==> config.mk <==
export PLATFORM = sky130hd
export DESIGN_NAME = mem_store_sequencer
export DESIGN_NICKNAME = d
export VERILOG_FILES = /design/src/rtl/mem_store_sequencer.sv
export SDC_FILE = /design/constraint.sdc
export NUM_CORES = 1
export LEC_CHECK = 0
export CAP_MARGIN = 5
export CORE_UTILIZATION = 41
export DETAILED_ROUTE_END_ITERATION = 12
export GPL_TIMING_DRIVEN = 0
export PLACE_DENSITY_LB_ADDON = 0.2
export SYNTH_ARGS = -nofsm -noshare
export SYNTH_HDL_FRONTEND = slang
export SYNTH_SLANG_ARGS = --single-unit
==> constraint.sdc <==
create_clock -name clk -period 11.2 [get_ports clk]
set_input_delay 1.12 -clock clk [delete_from_list [all_inputs] [get_ports clk]]
set_output_delay 1.12 -clock clk [all_outputs]
set_load 0.01 [all_outputs]
==> src/rtl/mem_store_sequencer.sv <==
// mem_store_sequencer: buffers CPU stores and sequences them onto the data-memory write port
//   clk, rst_n                      clock, asynchronous active-low reset
//   in_valid/in_ready               store request handshake (ready = buffer not full)
//   in_addr, in_data, in_size       byte address, right-justified value, size (00 W, 01 H, 10 B, 11 illegal)
//   mem_we, mem_addr, mem_wdata,    registered memory write beat: word address, lane data,
//   mem_be, mem_ack                 per-lane byte enables, memory accept strobe
//   busy, err                       activity flag, one-cycle pulse on a dropped illegal entry
module mem_store_sequencer #(
    parameter int DEPTH = 4
) (
    input  logic        clk,
    input  logic        rst_n,
    input  logic        in_valid,
    output logic        in_ready,
    input  logic [31:0] in_addr,
    input  logic [31:0] in_data,
    input  logic [1:0]  in_size,
    output logic        mem_we,
    output logic [31:0] mem_addr,
    output logic [31:0] mem_wdata,
    output logic [3:0]  mem_be,
    input  logic        mem_ack,
    output logic        busy,
    output logic        err
);
    localparam int AW = $clog2(DEPTH);
    typedef enum logic [1:0] {IDLE, BEAT0, BEAT1} state_t;
    state_t state, nstate;
    logic [31:0] addr_q [DEPTH];
    logic [31:0] data_q [DEPTH];
    logic [1:0]  size_q [DEPTH];
    logic [AW-1:0] wr_ptr, rd_ptr;
    logic [AW:0] count;
    logic push, pop, load0, load1, drop;
    logic [31:0] h_addr, h_data, h_val;
    logic [1:0] h_size;
    logic [7:0] h_mask, lane_mask;
    logic [63:0] wide;
    logic [31:0] b1_addr, b1_data;
    logic [3:0] b1_be;
    logic span_q;
    assign in_ready = count != (AW+1)'(DEPTH);
    assign push = in_valid && in_ready;
    assign busy = (count != '0) || (state != IDLE);
    assign h_addr = addr_q[rd_ptr];
    assign h_data = data_q[rd_ptr];
    assign h_size = size_q[rd_ptr];
    // Left-justify the value so byte k sits in lane k, then shift right by the offset
    // across an 8-lane window: lanes 0..3 form beat 0, lanes 4..7 form beat 1.
    assign h_val = h_size == 2'b00 ? h_data : h_size == 2'b01 ? {h_data[15:0], 16'h0} : {h_data[7:0], 24'h0};
    assign h_mask = h_size == 2'b00 ? 8'b0000_1111 : h_size == 2'b01 ? 8'b0000_0011 : 8'b0000_0001;
    assign lane_mask = h_mask << h_addr[1:0];
    assign wide = {h_val, 32'h0} >> {h_addr[1:0], 3'b000};
    always_comb begin
        nstate = state;
        pop = 1'b0;
        load0 = 1'b0;
        load1 = 1'b0;
        drop = 1'b0;
        case (state)
            IDLE: if (count != '0) begin
                pop = 1'b1;
                drop = h_size == 2'b11;
                load0 = !drop;
                nstate = drop ? IDLE : BEAT0;
            end
            default: if (mem_ack) begin
                if (state == BEAT0 && span_q) begin
                    load1 = 1'b1;
                    nstate = BEAT1;
                end else if (count != '0) begin
                    pop = 1'b1;
                    drop = h_size == 2'b11;
                    load0 = !drop;
                    nstate = drop ? IDLE : BEAT0;
                end else begin
                    nstate = IDLE;
                end
            end
        endcase
    end
    always_ff @(posedge clk) begin
        if (push) begin
            addr_q[wr_ptr] <= in_addr;
            data_q[wr_ptr] <= in_data;
            size_q[wr_ptr] <= in_size;
        end
    end
    always_ff @(posedge clk or negedge rst_n) begin
        if (!rst_n) begin
            state <= IDLE;
            wr_ptr <= '0;
            rd_ptr <= '0;
            count <= '0;
            mem_we <= 1'b0;
            mem_addr <= '0;
            mem_wdata <= '0;
            mem_be <= '0;
            err <= 1'b0;
            b1_addr <= '0;
            b1_data <= '0;
            b1_be <= '0;
            span_q <= 1'b0;
        end else begin
            state <= nstate;
            wr_ptr <= wr_ptr + AW'(push);
            rd_ptr <= rd_ptr + AW'(pop);
            count <= count + (AW+1)'(push) - (AW+1)'(pop);
            err <= drop;
            if (load0) begin
                mem_we <= 1'b1;
                mem_addr <= {h_addr[31:2], 2'b00};
                mem_wdata <= wide[63:32];
                mem_be <= lane_mask[3:0];
                b1_addr <= {h_addr[31:2] + 30'd1, 2'b00};
                b1_data <= wide[31:0];
                b1_be <= lane_mask[7:4];
                span_q <= |lane_mask[7:4];
            end else if (load1) begin
                mem_addr <= b1_addr;
                mem_wdata <= b1_data;
                mem_be <= b1_be;
                span_q <= 1'b0;
            end else if (nstate == IDLE) begin
                mem_we <= 1'b0;
                mem_wdata <= '0;
                mem_be <= '0;
            end
        end
    end
endmodule
* After elaboration in Yosys (flattened, before gate mapping)
Memory sizes are Yosys's and may differ from the RTL's. Index checks and enable logic that the tools add are counted.
Word-level totals: bits of input ports 70, memory bits (writable) 264, memories kept 3, bits in registers 146, output and inout port bits 72
Memory list:
- addr_q | depth 4, bits a word 32, read ports 1, clocked after memory_dff 0, write ports 1, RTL line 29 | logic [31:0] addr_q [DEPTH];
- data_q | depth 4, bits a word 32, read ports 1, clocked after memory_dff 0, write ports 1, RTL line 30 | logic [31:0] data_q [DEPTH];
- size_q | depth 4, bits a word 2, read ports 1, clocked after memory_dff 0, write ports 1, RTL line 31 | logic [1:0] size_q [DEPTH];
Cells by class: $add $sub $neg 5, equal/unequal tests 5, muxes and demuxes 40, reduce and logical (&&, ||, !) cells 14, shifts and indexed selects 2
Operator list (count):
- 2-to-1 mux 32 bit | 7
- right shift 64 x 5 -> 64 bit | 1
- adder 30 x 1 -> 30 bit, second input constant | 1
- 2-to-1 mux 1 bit | 24
- 2-to-1 mux 4 bit | 4
- 2-to-1 mux 2 bit | 5
- << shifter 4 x 2 -> 8 bit | 1
- logical NOT 2 bit | 3
- nonzero test 2 bit | 3
- nonzero test 3 bit | 2
- adder 2 x 1 -> 2 bit | 2
- equality test 2 x 1 -> 1 bit, second input constant | 2
- OR reduction 4 bit | 1
- adder 3 x 1 -> 3 bit | 1
- != test 3 bit, second input constant | 1
- subtractor 3 x 1 -> 3 bit | 1
- equality test 2 bit, second input constant | 1
- logical AND 1 bit | 2
- != test 2 bit, second input constant | 1
- AND reduction 2 bit | 1
- logical NOT 1 bit | 1
- logical OR 1 bit | 1

* Longest topological paths before layout
Gate-level depths: netlist of run 1. An unclocked memory read counts as a cell.
depth in word-level cells 11, depth in mapped cells 11

* Least setup slack after synthesis of run 1
OpenSTA, ideal clock, no wires.
path type input to register, from input in_valid, to memory addr_q[0][0] (enable), library setup time 0.571 ns, arrival time 5.676 ns, stages 2, setup slack 4.952 ns, path buffers 0, data required time 10.629 ns, cell sequence nand2_1 -> nor3_1
Between the ends: longest elaborated chain between the ends 3
Ends and longest elaborated chain:
- from (decl) | RTL line 13 | input logic in_valid,
- logical AND 1 bit | RTL line 43 | assign push = in_valid && in_ready;
- 2-to-1 mux 1 bit | RTL line 83 | if (push) begin
- 2-to-1 mux 1 bit (not written as such) | RTL line 84 | addr_q[wr_ptr] <= in_addr;
- to (decl) | RTL line 29
Every way passes these cells.

* Worst setup path in the final report of run 1
from register count[1], to output busy
Between the ends: longest elaborated chain between the ends 2
Ends and longest elaborated chain:
- from (decl) | RTL line 33 | logic [AW:0] count;
- from (signal assigned) | RTL line 108 | count <= count + (AW+1)'(push) - (AW+1)'(pop);
- nonzero test 3 bit | RTL line 44 | assign busy = (count != '0) || (state != IDLE);
- logical OR 1 bit | RTL line 44
- to (decl) | RTL line 23 | output logic busy,
Every way passes these cells.

==> flow_metrics.tcl, run 1 <==
set metrics [dict create \
    power.density_nw_per_um2 301 \
    portBuffers 139 \
    finalHoldViolCount 0 \
    fmaxAchievable_ghz 0.280 \
    syn-cell-area_um2 16500 \
    grt_usage 0.203 \
    mostFrequentLayoutCells "264 x edfxtp_1, 146 x nand2_1, 138 x clkdlybuf4s50_1" \
    post-dp-hpwl_um 29200 \
    start_kind "register" \
    cts_buffers 42 \
    grt_pass1_wl_um 63000 \
    drt-wirelength-per-cell_um 21.9 \
    top_usage_layer "met2" \
    clock_skew_ns 0.0179 \
    slew_viol_final 0 \
    pwr-share-clk 0.224 \
    setup-tns-final_ns 0 \
    die_h_um 203 \
    path_clk_slew_ns 0.06 \
    layout.nets 1382 \
    route.detailed.drc 0 \
    area_growth_pct 22.4 \
    rsz0062_at_grt "false" \
    power_leakage_nw 7.34 \
    cts_num_sinks 399 \
    grt_remaining_overflow 0 \
    drive_gt1_frac 0.138 \
    drt-initial-drc-count 786 \
    synth_warnings 0 \
    yosysUniqueCellTypes 58 \
    setup_viol 0 \
    clk_path_buf_depth 3 \
    syn_inst 1108 \
    cts-resized-gates 0 \
    dr.pass1.iters 5 \
    routed_via_density 5.43 \
    fillers 3337 \
    layoutNonFillerInstCount 1864 \
    grt_antenna_before_repair 6 \
    relSlewSlack 0.352 \
    cts_setup_buffers 0 \
    grt_pass1_vias 10200 \
    gr-usage-met1 0.300 \
    cts_tree "yes" \
    ir_worst_vdd_mv 0.115 \
    final_util 0.509 \
    async_reset_ff_frac 0.338 \
    synth-seq-area-share 0.684 \
    htreeDepth 2 \
    dieArea_um2 41100 \
    maxCapViolations 0 \
    p_int_w 0.00380 \
    p_sw_w 0.00229 \
    cts-root-buf "clkbuf_16" \
    min-delay-path-class "register to register" \
    core_um2 39700 \
    synth-edff-count 264 \
    tightest_slew_ns 0.964 \
    num_vias 10100 \
    synth-main-ff-cell "edfxtp_1" \
    combPwrFrac 0.420 \
    critical_path_class "register to output pin" \
    rows 73 \
    crit_fanout 7 \
    fp.dieW_um 203 \
    ant_nets 0 \
    wl_um 40900 \
    io_pins 142 \
    layout_commonest_cell "edfxtp_1" \
    synth_area_per_cell_um2 14.9 \
    switching_share 0.376 \
    globalRouteMet2Util 0.305 \
    cp-end-kind "output pin" \
    worst-endpoint-required_ns 10.08 \
    gp_congestion 0.888 \
    ctsHoldBuffers 0 \
    synth-seq-cells 399 \
    insertion_delay_ns 0.56 \
    met3_usage 0.0443 \
    cp.arrival_ns 2.45 \
    finalCritPeriodShare 0.318 \
    grt_start_max_net_pins 77 \
    pwr-share-seq 0.356 \
    dp_cells 1787 \
    status "complete, no violations" \
    layout_min_cycle_time_ns 3.57 \
    start_util 0.416 \
]
-- kinds of logic (layout without fill, tap and decap cells) --
group | after synthesis | count (layout) | synth area share
DFF | 399 | 399 | 0.684
and+or+nand+nor | 305 | 305 | 0.0861
AOI/OAI and AO/OA | 188 | 188 | 0.0736
muxes | 112 | 112 | 0.119
buffers and inverters | 83 | 312 | 0.0244
xor gates and xnor gates | 14 | 14 | 0.00742
adders and majority gates | 6 | 6 | 0.00500
other | 1 | 3 | 0.000227
-- synthesized netlist by cell type (9+ instances only) --
cell,count,area share
o21ai_0,42,0.013
o221ai_1,9,0.0048
mux2i_1,36,0.022
a31oi_1,45,0.017
inv_1,15,0.0034
mux4_2,62,0.084
nor2_1,63,0.014
clkbuf_1,39,0.0089
o21ai_1,13,0.0039
buf_2,12,0.0036
o22ai_1,9,0.0034
a22o_1,9,0.0048
a21oi_1,10,0.0030
nand2_1,146,0.033
dfrtp_1,135,0.20
edfxtp_1,264,0.48
a22oi_1,27,0.012
mux2_2,10,0.0068
nand3_1,31,0.0094
or3_1,9,0.0034
-- power by group through the flow --
stage	registers (W)	clock network (W)	logic (W)
final	0.00217	0.00137	0.00255
after global routing	0.00221	0.00146	0.00278
after CTS	0.00217	0.00140	0.00256
after detailed placement	0.00220	0	0.00256
after global placement	0.00223	0	0.00247
after floorplan	0.00221	0	0.00158
-- final cells by class --
type / instances / area, µm² / share of cell area
sequential: 399 / 11300 / 0.559
multi-input combinational: 627 / 4850 / 0.240
timing repair buffer: 153 / 1650 / 0.0815
clock buffer: 65 / 1250 / 0.0618
tap: 525 / 657 / 0.0325
buffer: 67 / 343 / 0.0169
clock inverter: 11 / 109 / 0.00538
inverter: 16 / 60.1 / 0.00297
antenna: 1 / 2.50 / 0.000124
-- sequential cells by signal, indices dropped and copies added, names as in the netlist, 3 cells and up --
name	count
b1_addr	30
mem_wdata	32
count	3
size_q	8
b1_be	3
data_q	128
b1_data	24
mem_addr	30
mem_be	4
addr_q	128
-- critical path, cell delays in order (launching register included) --
cell and delay (ns):
dfrtp_1 0.43, nor3_1 0.80, nand2_1 0.14, clkdlybuf4s50_1 0.52
-- per-stage QoR --
| stage | hold slack, ns | area [µm²] | setup WS (ns) | total power (W) |
|---|---|---|---|---|
| floorplan | 0.439 | 16500 | 4.95 | 0.00378 |
| global placement | 0.457 | 18600 | 0.732 | 0.00469 |
| detailed placement | 0.470 | 18900 | 7.25 | 0.00476 |
| CTS | 0.483 | 20200 | 7.62 | 0.00613 |
| global route | 0.495 | 20200 | 7.47 | 0.00644 |
| finish | 0.481 | 20200 | 7.63 | 0.00609 |
-- worst paths after layout --
path,startpoint,slack [ns],to,cells after the start
min,b1_addr[11],0.48,b1_addr[11],2
min reg2reg,b1_addr[11],0.48,b1_addr[11],2
max reg2reg,rd_ptr[1],8.05,mem_wdata[1],10
max,count[1],7.63,busy,3
min in group asynchronous,rst_n,0.52,mem_wdata[5],1
max in group asynchronous,rst_n,9.85,b1_addr[19],2
-- metal layers --
layer	up-vias	wire [µm]
met3	56	2340
met2	280	18600
li1	4683	-
met5	-	71
met1	5098	19300
met4	10	580
No activity file was read; power rests on OpenSTA's default activity.
==> run 2, diff against run 1 <==
Clock period 11.2 ns to 3 ns, I/O delays scaled along.
==> run 2 against run 1 <==
Combinational power rose to 3.8 times the previous value; final cell count down 0.16%; global-route usage down 0.22 points.
==> flow_metrics.tcl, run 2 (synthesized netlist as in run 1, its figures left out) <==
set metrics [dict create \
    cp_slowest_cell "mux4_2" \
    relSlewSlack 0.375 \
    dr.pass1.iters 7 \
    grt_remaining_overflow 0 \
    p_int_w 0.0144 \
    start_kind "register" \
    tightest_slew_ns 0.930 \
    fmaxAchievable_ghz 0.346 \
    dr_wl_met2_um 18100 \
    cts_num_sinks 399 \
    ir_worst_vdd_mv 0.493 \
    layout_min_cycle_time_ns 2.89 \
    post-dp-hpwl_um 28600 \
    maxUsedRoutingLayer "met5" \
    wl_met3_um 2860 \
    largestRegisters "addr_q (128), data_q (128), mem_wdata (32)" \
    met1_length_um 18900 \
    p_total_w 0.0229 \
    cts_tree "yes" \
    mostFrequentLayoutCells "264 x edfxtp_1, 145 x nand2_1, 138 x clkdlybuf4s50_1" \
    num_vias 10100 \
    crit_fanout 10 \
    cp.arrival_ns 3.29 \
    status "complete, no violations" \
    multi_input_comb_area_um2 4910 \
    ant_nets 0 \
    path_cells "buf_6 -> mux4_2 -> buf_6 -> and2_4 -> buf_6 -> or3_1 -> buf_2 -> clkbuf_2 -> clkbuf_4 -> nand2_1 -> o221ai_1" \
    cp_common_cell "buf_6" \
    power.density_nw_per_um2 1130 \
    critical_path.max_stage_delay_ns 0.56 \
    portBuffers 139 \
    grt_antenna_before_repair 4 \
    min-delay-path-class "input pin to async pin" \
    grt_pass1_vias 10100 \
    cts-root-buf "clkbuf_16" \
    path_clk_slew_ns 0.06 \
    slew_viol_final 0 \
    fillers 3331 \
    drt-initial-drc-count 807 \
    grt_pass1_wl_um 62400 \
    maxCapViolations 0 \
    clk_path_buf_depth 3 \
    area_growth_pct 23.0 \
    insertion_delay_ns 0.54 \
    pwr-share-seq 0.353 \
    worst-endpoint-required_ns 3.40 \
    path_delay_family "buffers and inverters" \
    setup_viol 0 \
    hold_slack_ns 0.255 \
    critPathBufInv 6 \
    gp_congestion 0.892 \
    grt_start_max_net_pins 90 \
    power_leakage_nw 7.38 \
    seqCellArea_um2 11300 \
    p_sw_w 0.00857 \
    grt_usage 0.200 \
    combPwrFrac 0.426 \
    pwr-share-clk 0.220 \
    routed_via_density 5.45 \
    finalCritPeriodShare 0.963 \
    dp_cells 1784 \
    finalHoldViolCount 0 \
    layout.nets 1380 \
    rows 73 \
    layoutNonFillerInstCount 1861 \
    clock_skew_ns 0.0210 \
    rsz0062_at_grt "true" \
    cp-end-kind "register" \
    placed_cell_area_um2 18900 \
    drive_gt1_frac 0.153 \
    fp.dieW_um 203 \
    drt-wirelength-per-cell_um 21.8 \
    die_h_um 203 \
    route.detailed.drc 0 \
    final_util 0.512 \
    htreeDepth 2 \
    io_pins 142 \
    core_um2 39700 \
    critical_path_class "register to register" \
    start_util 0.416 \
    fin_area_um2 20300 \
    wl_um 40600 \
    layout_commonest_cell "edfxtp_1" \
    dieArea_um2 41100 \
    switching_share 0.374 \
    cts_buffers 41 \
]
==> run 2: cell types whose count changed in the layout (fill, tap and decap cells not counted), sizes merged, moves of 2 or more <==
cell | before | now
clkinv | 8 | 13
buf | 43 | 41
bufinv | 1 | 4
clkbuf | 104 | 92
==> run 2: routing by layer <==
layer,GRT usage,vias to the layer above
met5,0,-
li1,-,4670
met4,0.0494,4
met3,0.0445,52
met2,0.301,337
met1,0.296,5075
==> run 2: path summary, 6_finish.rpt <==
check	startpoint	to	slack (ns)	cells after the start
hold reg to reg	b1_addr[3]	b1_addr[3]	0.48	2
setup / recovery	rd_ptr[0]	b1_data[31]	0.11	11
hold / removal	rst_n	mem_addr[24]	0.25	2
max in group asynchronous	rst_n	b1_data[13]	1.91	3
min in group clk	in_size[1]	size_q[2][1]	0.39	1
setup reg to reg	rd_ptr[0]	b1_data[31]	0.11	11
==> run 2: power groups by stage <==
stage	clock network, W	logic, W	registers [W]
finish	0.00505	0.00978	0.00811
global route	0.00535	0.0106	0.00825
CTS	0.00515	0.00968	0.00812
detailed placement	0	0.00957	0.00821
global placement	0	0.00924	0.00826
floorplan	0	0.00589	0.00822
==> run 2: repair_timing <==
item | 4_1_cts | 5_1_grt
setup endpoints to repair | 66 | 90
pin swaps | 0 | 1
hold endpoints to repair | 46 | 0
resized for setup | 18 | 22
buffers inserted | 0 | 1
hold buffers | 1 | 0
==> run 2: cell type report <==
type / instances / area share
well taps: 525 / 0.0323
multi-input cells: 627 / 0.242
plain buffers: 67 / 0.0193
diodes: 2 / 0.000246
flip-flops and latches: 399 / 0.556
inverters: 16 / 0.00295
repair buffers: 152 / 0.0825
clock inverters: 20 / 0.00997
clock buffers: 53 / 0.0553
==> run 2: metrics by stage <==
| step | setup slack, ns | setup TNS, ns |
|---|---|---|
| after global placement | -4.01 | -1062.80 |
| final | 0.110 | 0 |
| after global routing | -0.00954 | -0.00954 |
| after CTS | -0.000920 | -0.000920 |
| after detailed placement | -0.149 | -3.74 |
| after floorplan | -0.714 | -47.12 |
==> run 3, diff against run 2 <==
Settings changed: GPL_ROUTABILITY_DRIVEN from default to 0, HOLD_SLACK_MARGIN from default to 0.03.
==> results of run 3 <==
Final layout, timing and power as in run 2 (identical DEF).
